[config.mk]
export PLATFORM = sky130hd
export DESIGN_NAME = instruction_fetch
export DESIGN_NICKNAME = d
export VERILOG_FILES = /design/src/rtl/fetch_pkg.sv /design/src/rtl/instr_assembler.sv /design/src/rtl/instruction_fetch.sv
export SDC_FILE = /design/constraint.sdc
export NUM_CORES = 1
export LEC_CHECK = 0
export ABC_AREA = 1
export CAP_MARGIN = 30
export CORE_ASPECT_RATIO = 1.75
export CORE_UTILIZATION = 40
export DETAILED_ROUTE_END_ITERATION = 16
export DONT_BUFFER_PORTS = 1
export PLACE_DENSITY = 0.64
export REMOVE_ABC_BUFFERS = 1
export SKIP_CTS_REPAIR_TIMING = 1
export SLEW_MARGIN = 20
export SYNTH_ARGS = -nofsm -noshare
export SYNTH_HDL_FRONTEND = slang
export SYNTH_SLANG_ARGS = --single-unit
[constraint.sdc]
create_clock -name clk -period 1.28 [get_ports clk]
set_input_delay 0.064 -clock clk [delete_from_list [all_inputs] [get_ports clk]]
set_output_delay 0.064 -clock clk [all_outputs]
set_load 0.01 [all_outputs]
[src/rtl/fetch_pkg.sv]
// Shared fetch-stage definitions: state encoding, widths and the word-alignment helper.
// ADDR_W matches the program counter width so both stages agree on the address space.
package fetch_pkg;

  localparam int ADDR_W          = 8;
  localparam int INSTR_W         = 32;
  localparam int BYTES_PER_INSTR = 4;
  localparam int BYTE_IDX_W      = $clog2(BYTES_PER_INSTR);

  localparam logic [BYTE_IDX_W-1:0] LAST_BYTE = BYTE_IDX_W'(BYTES_PER_INSTR - 1);

  localparam logic [1:0] ST_IDLE = 2'd0;
  localparam logic [1:0] ST_REQ  = 2'd1;
  localparam logic [1:0] ST_HOLD = 2'd2;

  typedef enum logic [1:0] {
    IDLE = ST_IDLE,
    REQ  = ST_REQ,
    HOLD = ST_HOLD
  } fetch_state_e;

  // Instructions are always read from the word containing the PC.
  function automatic logic [ADDR_W-1:0] alignBase(input logic [ADDR_W-1:0] pc);
    return {pc[ADDR_W-1:BYTE_IDX_W], {BYTE_IDX_W{1'b0}}};
  endfunction

endpackage

[src/rtl/instr_assembler.sv]
// Four-lane byte register that builds a little-endian instruction word one byte at a time.
// Lane 0 lands in bits [7:0]; clear has priority over any lane write.
module instr_assembler
  import fetch_pkg::*;
(
  input  logic                  clk_i,
  input  logic                  clear_i,
  input  logic                  we_i,
  input  logic [BYTE_IDX_W-1:0] lane_i,
  input  logic [7:0]            data_i,
  output logic [INSTR_W-1:0]    word_o
);

  logic [BYTES_PER_INSTR-1:0][7:0] bytes_q;
  logic [BYTES_PER_INSTR-1:0][7:0] bytes_d;

  always_comb begin
    bytes_d = bytes_q;
    if (we_i) begin
      bytes_d[lane_i] = data_i;
    end
  end

  always_ff @(posedge clk_i) begin
    if (clear_i) begin
      bytes_q <= '0;
    end else begin
      bytes_q <= bytes_d;
    end
  end

  assign word_o = bytes_q;

endmodule

[src/rtl/instruction_fetch.sv]
// Fetch stage: takes a PC, reads four bytes over an ack-based byte port, and hands the
// assembled instruction to decode. A flush aborts whatever is in flight and returns to IDLE.
module instruction_fetch
  import fetch_pkg::*;
(
  input  logic               clk,
  input  logic               rst_n,
  input  logic [ADDR_W-1:0]  pc_in,
  input  logic               pc_valid,
  output logic               pc_ready,
  output logic [ADDR_W-1:0]  mem_addr,
  output logic               mem_rd,
  input  logic [7:0]         mem_rdata,
  input  logic               mem_ack,
  output logic [INSTR_W-1:0] instr_out,
  output logic [ADDR_W-1:0]  instr_pc,
  output logic               instr_misalign,
  output logic               instr_valid,
  input  logic               instr_ready,
  input  logic               flush
);

  fetch_state_e          state_q, state_d;
  logic [BYTE_IDX_W-1:0] byteIdx_q, byteIdx_d;
  logic [ADDR_W-1:0]     base_q, base_d;
  logic [ADDR_W-1:0]     instrPc_q, instrPc_d;
  logic                  misalign_q, misalign_d;
  logic                  accept;
  logic                  ackTake;

  // rst_n is active-high despite its name; gating it here keeps pc_ready low during reset.
  assign pc_ready = (state_q == IDLE) & ~flush & ~rst_n;
  assign accept   = pc_valid & pc_ready;
  assign ackTake  = (state_q == REQ) & mem_ack & ~flush;

  always_comb begin
    state_d    = state_q;
    byteIdx_d  = byteIdx_q;
    base_d     = base_q;
    instrPc_d  = instrPc_q;
    misalign_d = misalign_q;
    case (state_q)
      IDLE: begin
        if (accept) begin
          instrPc_d  = pc_in;
          misalign_d = |pc_in[BYTE_IDX_W-1:0];
          base_d     = alignBase(pc_in);
          byteIdx_d  = '0;
          state_d    = REQ;
        end
      end
      REQ: begin
        if (ackTake) begin
          if (byteIdx_q == LAST_BYTE) begin
            byteIdx_d = '0;
            state_d   = HOLD;
          end else begin
            byteIdx_d = byteIdx_q + 1'b1;
          end
        end
      end
      HOLD: begin
        if (instr_ready) begin
          state_d = IDLE;
        end
      end
      default: begin
        state_d = IDLE;
      end
    endcase
    // Flush overrides every transition above, including a completing byte or a handoff.
    if (flush) begin
      state_d   = IDLE;
      byteIdx_d = '0;
    end
  end

  always_ff @(posedge clk) begin
    if (rst_n) begin
      state_q    <= IDLE;
      byteIdx_q  <= '0;
      base_q     <= '0;
      instrPc_q  <= '0;
      misalign_q <= 1'b0;
    end else begin
      state_q    <= state_d;
      byteIdx_q  <= byteIdx_d;
      base_q     <= base_d;
      instrPc_q  <= instrPc_d;
      misalign_q <= misalign_d;
    end
  end

  instr_assembler u_assembler (
    .clk_i   (clk),
    .clear_i (rst_n),
    .we_i    (ackTake),
    .lane_i  (byteIdx_q),
    .data_i  (mem_rdata),
    .word_o  (instr_out)
  );

  // The byte offset never carries past the aligned base, so the add cannot leave the word.
  assign mem_addr       = base_q + {{(ADDR_W-BYTE_IDX_W){1'b0}}, byteIdx_q};
  assign mem_rd         = (state_q == REQ);
  assign instr_valid    = (state_q == HOLD);
  assign instr_pc       = instrPc_q;
  assign instr_misalign = misalign_q;

endmodule
# Yosys cells after proc, flatten, opt, wreduce, memory -nomap -nowiden
# Cells that the tools add are included.
[op_classes]
addsub = 2
n_lt_le_gt_ge = 2
n_eq_ne = 7
mux = 12
bitwise = 7
reduce_logical = 8
[op_table]
columns = ["operator", "count"]
rows = [
  ["32-bit bitwise mux", 1],
  ["8-bit demux with 2-bit select", 1],
  ["2-bit 2-to-1 mux", 7],
  ["8-bit by 2-bit adder with 8-bit output", 1],
  ["8-bit 2-to-1 mux", 1],
  ["2-bit by 1-bit inequality test with 1-bit output, second input constant", 3],
  ["2-bit one-hot mux with 3 select lines", 1],
  ["1-bit bitwise AND", 5],
  ["2-bit == test, second input constant", 2],
  ["2-bit one-hot mux with 2 select lines", 1],
  ["4-bit AND reduction", 1],
  ["2-bit OR reduction", 2],
  ["2-bit by 3-bit less-than comparator with 1-bit output, second input constant", 1],
  ["3-bit AND reduction", 1],
  ["2-bit by 1-bit adder with 2-bit output, second input constant", 1],
  ["2-bit by 1-bit == test with 1-bit output, second input constant", 1],
  ["2-bit by 1-bit greater-or-equal comparator with 1-bit output, second input constant", 1],
  ["2-bit logical NOT", 1],
  ["2-bit inequality test, second input constant", 1],
  ["1-bit NOT", 2],
  ["2-bit AND reduction", 1],
  ["2-bit nonzero test", 1],
  ["1-bit logical AND", 1],
]
[word_totals]
regBits = 51
in_bits = 22
output_inout_bits = 52
wordCells = 47

# Logic depth before layout (Yosys ltp)
[logic_depth]
word_depth = 6
ltp_mapped = 7
depth_no_buf = 7

# Cells and area by module
# From an unflattened synthesis, not the netlist that was laid out.
[hier_totals]
cells_unflattened = 305
hier_area_um2 = 2122.0
[modules_own_cells]
columns = ["mod", "n_inst", "cells_each", "area_per_inst_um2", "seq_area_each_um2"]
rows = [
  ["instr_assembler", 1, 208, 1426.4, 640.6],
  ["instruction_fetch", 1, 97, 695.7, 260.2],
]

# Worst setup path before layout
# No wires, ideal clock.
[synth_timing]
kind = "reg2reg"
startpoint = "register byteIdx_q[0]"
endpoint = "register u_assembler.bytes_q (netlist bit u_assembler.word_o[0])"
setup_time_ps = 70
t_arrival_ps = 1195
required_time_ps = 1210
setup_slack_ps = 14
path_stages_with_launch = 7
path_buffers = 1
synth_period_minus_slack_ps = 1266
cell_sequence = "dfxtp_1 inv_1 ha_1 clkbuf_2 nand2_1 nand2_1 a21oi_1"
[synth_between]
elab_chain_cells = 5
word_cells_on_any_way = 6
classes_between = "order compare (2); mux (3); reduce/logical (1)"
[synth_lines]
columns = ["item", "line", "rtl"]
rows = [
  ["start, declared", "instruction_fetch.sv:24", "logic [BYTE_IDX_W-1:0] byteIdx_q, byteIdx_d;"],
  ["start signal, assigned", "instruction_fetch.sv:87", "byteIdx_q <= byteIdx_d;"],
  ["2-bit by 3-bit less-than comparator with 1-bit output (not written as such) or 2-bit by 1-bit greater-or-equal comparator with 1-bit output (tied branches)", "instr_assembler.sv:20", "bytes_d[lane_i] = data_i;"],
  ["1-bit logical AND (not written as such)", "instr_assembler.sv:20", ""],
  ["8-bit 2-to-1 mux (not written as such)", "instr_assembler.sv:20", ""],
  ["8-bit demux with 2-bit select (*)", "-", ""],
  ["32-bit bitwise mux (*)", "instr_assembler.sv:20", ""],
  ["end signal, assigned", "instr_assembler.sv:28", "bytes_q <= bytes_d;"],
  ["end, declared", "instr_assembler.sv:14", "logic [BYTES_PER_INSTR-1:0][7:0] bytes_q;"],
]
# Every way passes the cells marked *; elsewhere a longest branch is shown, timed or not.
# A chain may end at the register's enable or synchronous reset.

# Worst setup path in the final report
[layout_timing]
startpoint = "register state_q[1]"
endpoint = "register instrPc_q[2], in the netlist instr_pc[2]"
[layout_between]
elab_chain_cells = 5
[layout_lines]
columns = ["item", "line", "rtl"]
rows = [
  ["start, declared", "instruction_fetch.sv:23", "fetch_state_e state_q, state_d;"],
  ["start signal, assigned", "instruction_fetch.sv:86", "state_q <= state_d;"],
  ["2-bit logical NOT (*)", "instruction_fetch.sv:32, instruction_fetch.sv:42", ""],
  ["1-bit bitwise AND (2 in a row)", "instruction_fetch.sv:32", "assign pc_ready = (state_q == IDLE) & ~flush & ~rst_n;"],
  ["1-bit bitwise AND", "instruction_fetch.sv:33", "assign accept = pc_valid & pc_ready;"],
  ["2-bit AND reduction (no source line) (*)", "-", ""],
  ["end signal, assigned", "instruction_fetch.sv:89", "instrPc_q <= instrPc_d;"],
  ["end, declared", "instruction_fetch.sv:26", "logic [ADDR_W-1:0] instrPc_q, instrPc_d;"],
]
# Marks and branches as above.

==> flow_metrics.tcl <==
set metrics [dict create \
    cts_root_buf "clkbuf_8" \
    ys_seq_area_frac 0.482 \
    drc 0 \
    hold_viol 35 \
    grt_max_degree 38 \
    grt_pass1_vias 1421 \
    tns_ps 0 \
    wire_per_inst_um 14.5 \
    maxSlewViolCount 0 \
    fp.dieW_um 53.7 \
    clock_path_buffers 2 \
    p_leak_uw 0.000807 \
    dp_slack_ps -24.5 \
    tritoncts "built" \
    max-cap-violations 0 \
    fill_cells 423 \
    hp-class "primary input to flop" \
    stdcell_count 309 \
    row_count 32 \
    hpwl_um 3140 \
    drt_wl_total_um 4490 \
    clkTransAtPathRegs_ps 80 \
    grt_pass1_wl_um 6450 \
    drtIter0Drc 45 \
    ir_drop_v 0.000893 \
    whs_ps -172 \
    slew_headroom 0.728 \
    synth_area_sq_um 1870 \
    finalSetupViolCount 0 \
    routabilityCongestion 0.700 \
    post-route-min-period_ps 1210 \
    timing.fmax_mhz 828 \
    vias_per_cell 5.21 \
    skew_ps 1.27 \
    critPathLaunchType "flop" \
    violations "hold timing" \
    crit_chain "nor2_1 -> nand3_2 -> buf_4 -> nand2_1 -> nand2_1 -> nor2_1" \
    ys_ff_latch 45 \
    htreeDepth 2 \
    grt_use_total 0.177 \
    finalCritPeriodShare 0.944 \
    multiInputGateArea_sq_um 793 \
    synth_ff_type "dfxtp_1" \
    powerDensity_nw_per_um2 1130 \
    path_max_fanout 14 \
    port_buffers 0 \
    cp.arrival_ps 1430 \
    crit_type "flop to flop" \
    crit_slowest_cell "dfxtp_1" \
    synth_edf_count 0 \
    synthCells 243 \
    worst_pin_slew_ps 405 \
    synth_cell_types 20 \
    diodes 0 \
    clk_latency_ps 290 \
    outcome "complete, but fails checks" \
    setup_ws_ps 72.2 \
    rsz0062_at_grt "yes" \
    syn_area_per_cell_sq_um 7.69 \
    worstPathRequired_ps 1510 \
    grt_overflow_total 0 \
    slowest_delay_ps 340 \
    antenna_left 0 \
    seq_area_sq_um 902 \
    start_util 0.421 \
    fin_nets 285 \
    ios 74 \
    area_delta_synth_final_pct 13.5 \
    core_sq_um 4440 \
    die_h_um 92.4 \
    first_pass_iters 4 \
    cp-end-kind "flop" \
    cts-buffers-inserted 5 \
    dieArea_sq_um 4960 \
    grt_antenna_before_repair 0 \
    layout-drive-gt1-share 0.140 \
    clock-sinks 45 \
    num_vias 1610 \
    dp_cells 291 \
    async_flop_share 0 \
    ys_warn_count 0 \
]
synth_stat cells (3+ instances only):
cell type	number	area, sq um
dfxtp_1	45	901
nand3_1	34	170
clkbuf_1	3	11.3
inv_1	14	52.6
ha_1	4	50.1
nand4_1	3	18.8
buf_6	4	45.0
a21oi_1	35	175
nand2_1	61	229
nor2_1	20	75.1
clkbuf_2	3	15.0
buf_4	7	52.6
final timing paths:
check / slack, ps / startpoint / depth (start not counted) / endpoint
worst min register to register: 500 / u_assembler.word_o[23] / 2 / u_assembler.word_o[23]
worst max-delay path: 70 / state_q[1] / 6 / instr_pc[2]
worst max register to register: 70 / state_q[1] / 6 / instr_pc[2]
worst min-delay path: -170 / rst_n / 1 / u_assembler.word_o[30]
per-stage QoR:
stage | cell area (sq um) | utilization | total power, uW
6_report | 2120 | 0.477 | 2400
5_1_grt | 2120 | 0.477 | 2510
4_1_cts | 1990 | 0.448 | 2400
3_5_place_dp | 1920 | 0.431 | 1610
3_3_place_gp | 1920 | 0.431 | 1610
2_1_floorplan | 1740 | - | 1560
registers in the layout, summed over array words and instances (netlist names):
name,flops
u_assembler.word_o,32
instr_misalign,1
instr_pc,8
state_q,2
byteIdx_q,2
placed cells by master (no fill, tap or decap), drive strengths merged:
| master | instances |
|---|---|
| nor3 | 1 |
| clkbuf | 5 |
| nand4 | 3 |
| or2 | 1 |
| buf | 17 |
| clkinv | 1 |
| dlygate4sd3 | 10 |
| nand2 | 63 |
| inv | 15 |
| a21oi | 36 |
| nand3 | 35 |
| ha | 4 |
| nor2 | 22 |
| dfxtp | 45 |
cells by family (layout without fill, tap and decap cells):
kind of cell	Yosys count	in the layout	synth area share
buf+inv	33	48	0.0991
fa+ha+maj	4	4	0.0268
simple gates	125	125	0.294
flops	45	45	0.482
compound gates	36	36	0.0984
layout make-up:
| type | count | share of cell area |
|---|---|---|
| Clock buffer | 5 | 0.0324 |
| Clock inverter | 1 | 0.00236 |
| Inverter | 15 | 0.0265 |
| Multi-Input combinational cell | 165 | 0.374 |
| Sequential cell | 45 | 0.425 |
| Tap cell | 51 | 0.0301 |
| Timing Repair Buffer | 27 | 0.109 |
critical path: cells and delay by family (launching register included):
| kind | cells | cell delay (ps) |
|---|---|---|
| DFF | 1 | 340 |
| and+or+nand+nor | 5 | 580 |
| buffers and inverters | 1 | 220 |
layer usage:
layer	track usage	vias to the layer above	share of wire
met1	0.175	717	0.37
met5	0	-	0
li1	-	810	-
met2	0.323	77	0.53
met4	0.0658	0	0.014
met3	0.0542	6	0.088
power by group:
| group | switching (uW) | leakage, uW | total [uW] | internal [uW] |
|---|---|---|---|---|
| Sequential | 32.3 | 0.000364 | 1450 | 1420 |
| Clock | 436 | 0.0000399 | 795 | 359 |
| Combinational | 80.5 | 0.000403 | 152 | 71.9 |
Power figures use the tool's default switching activity.
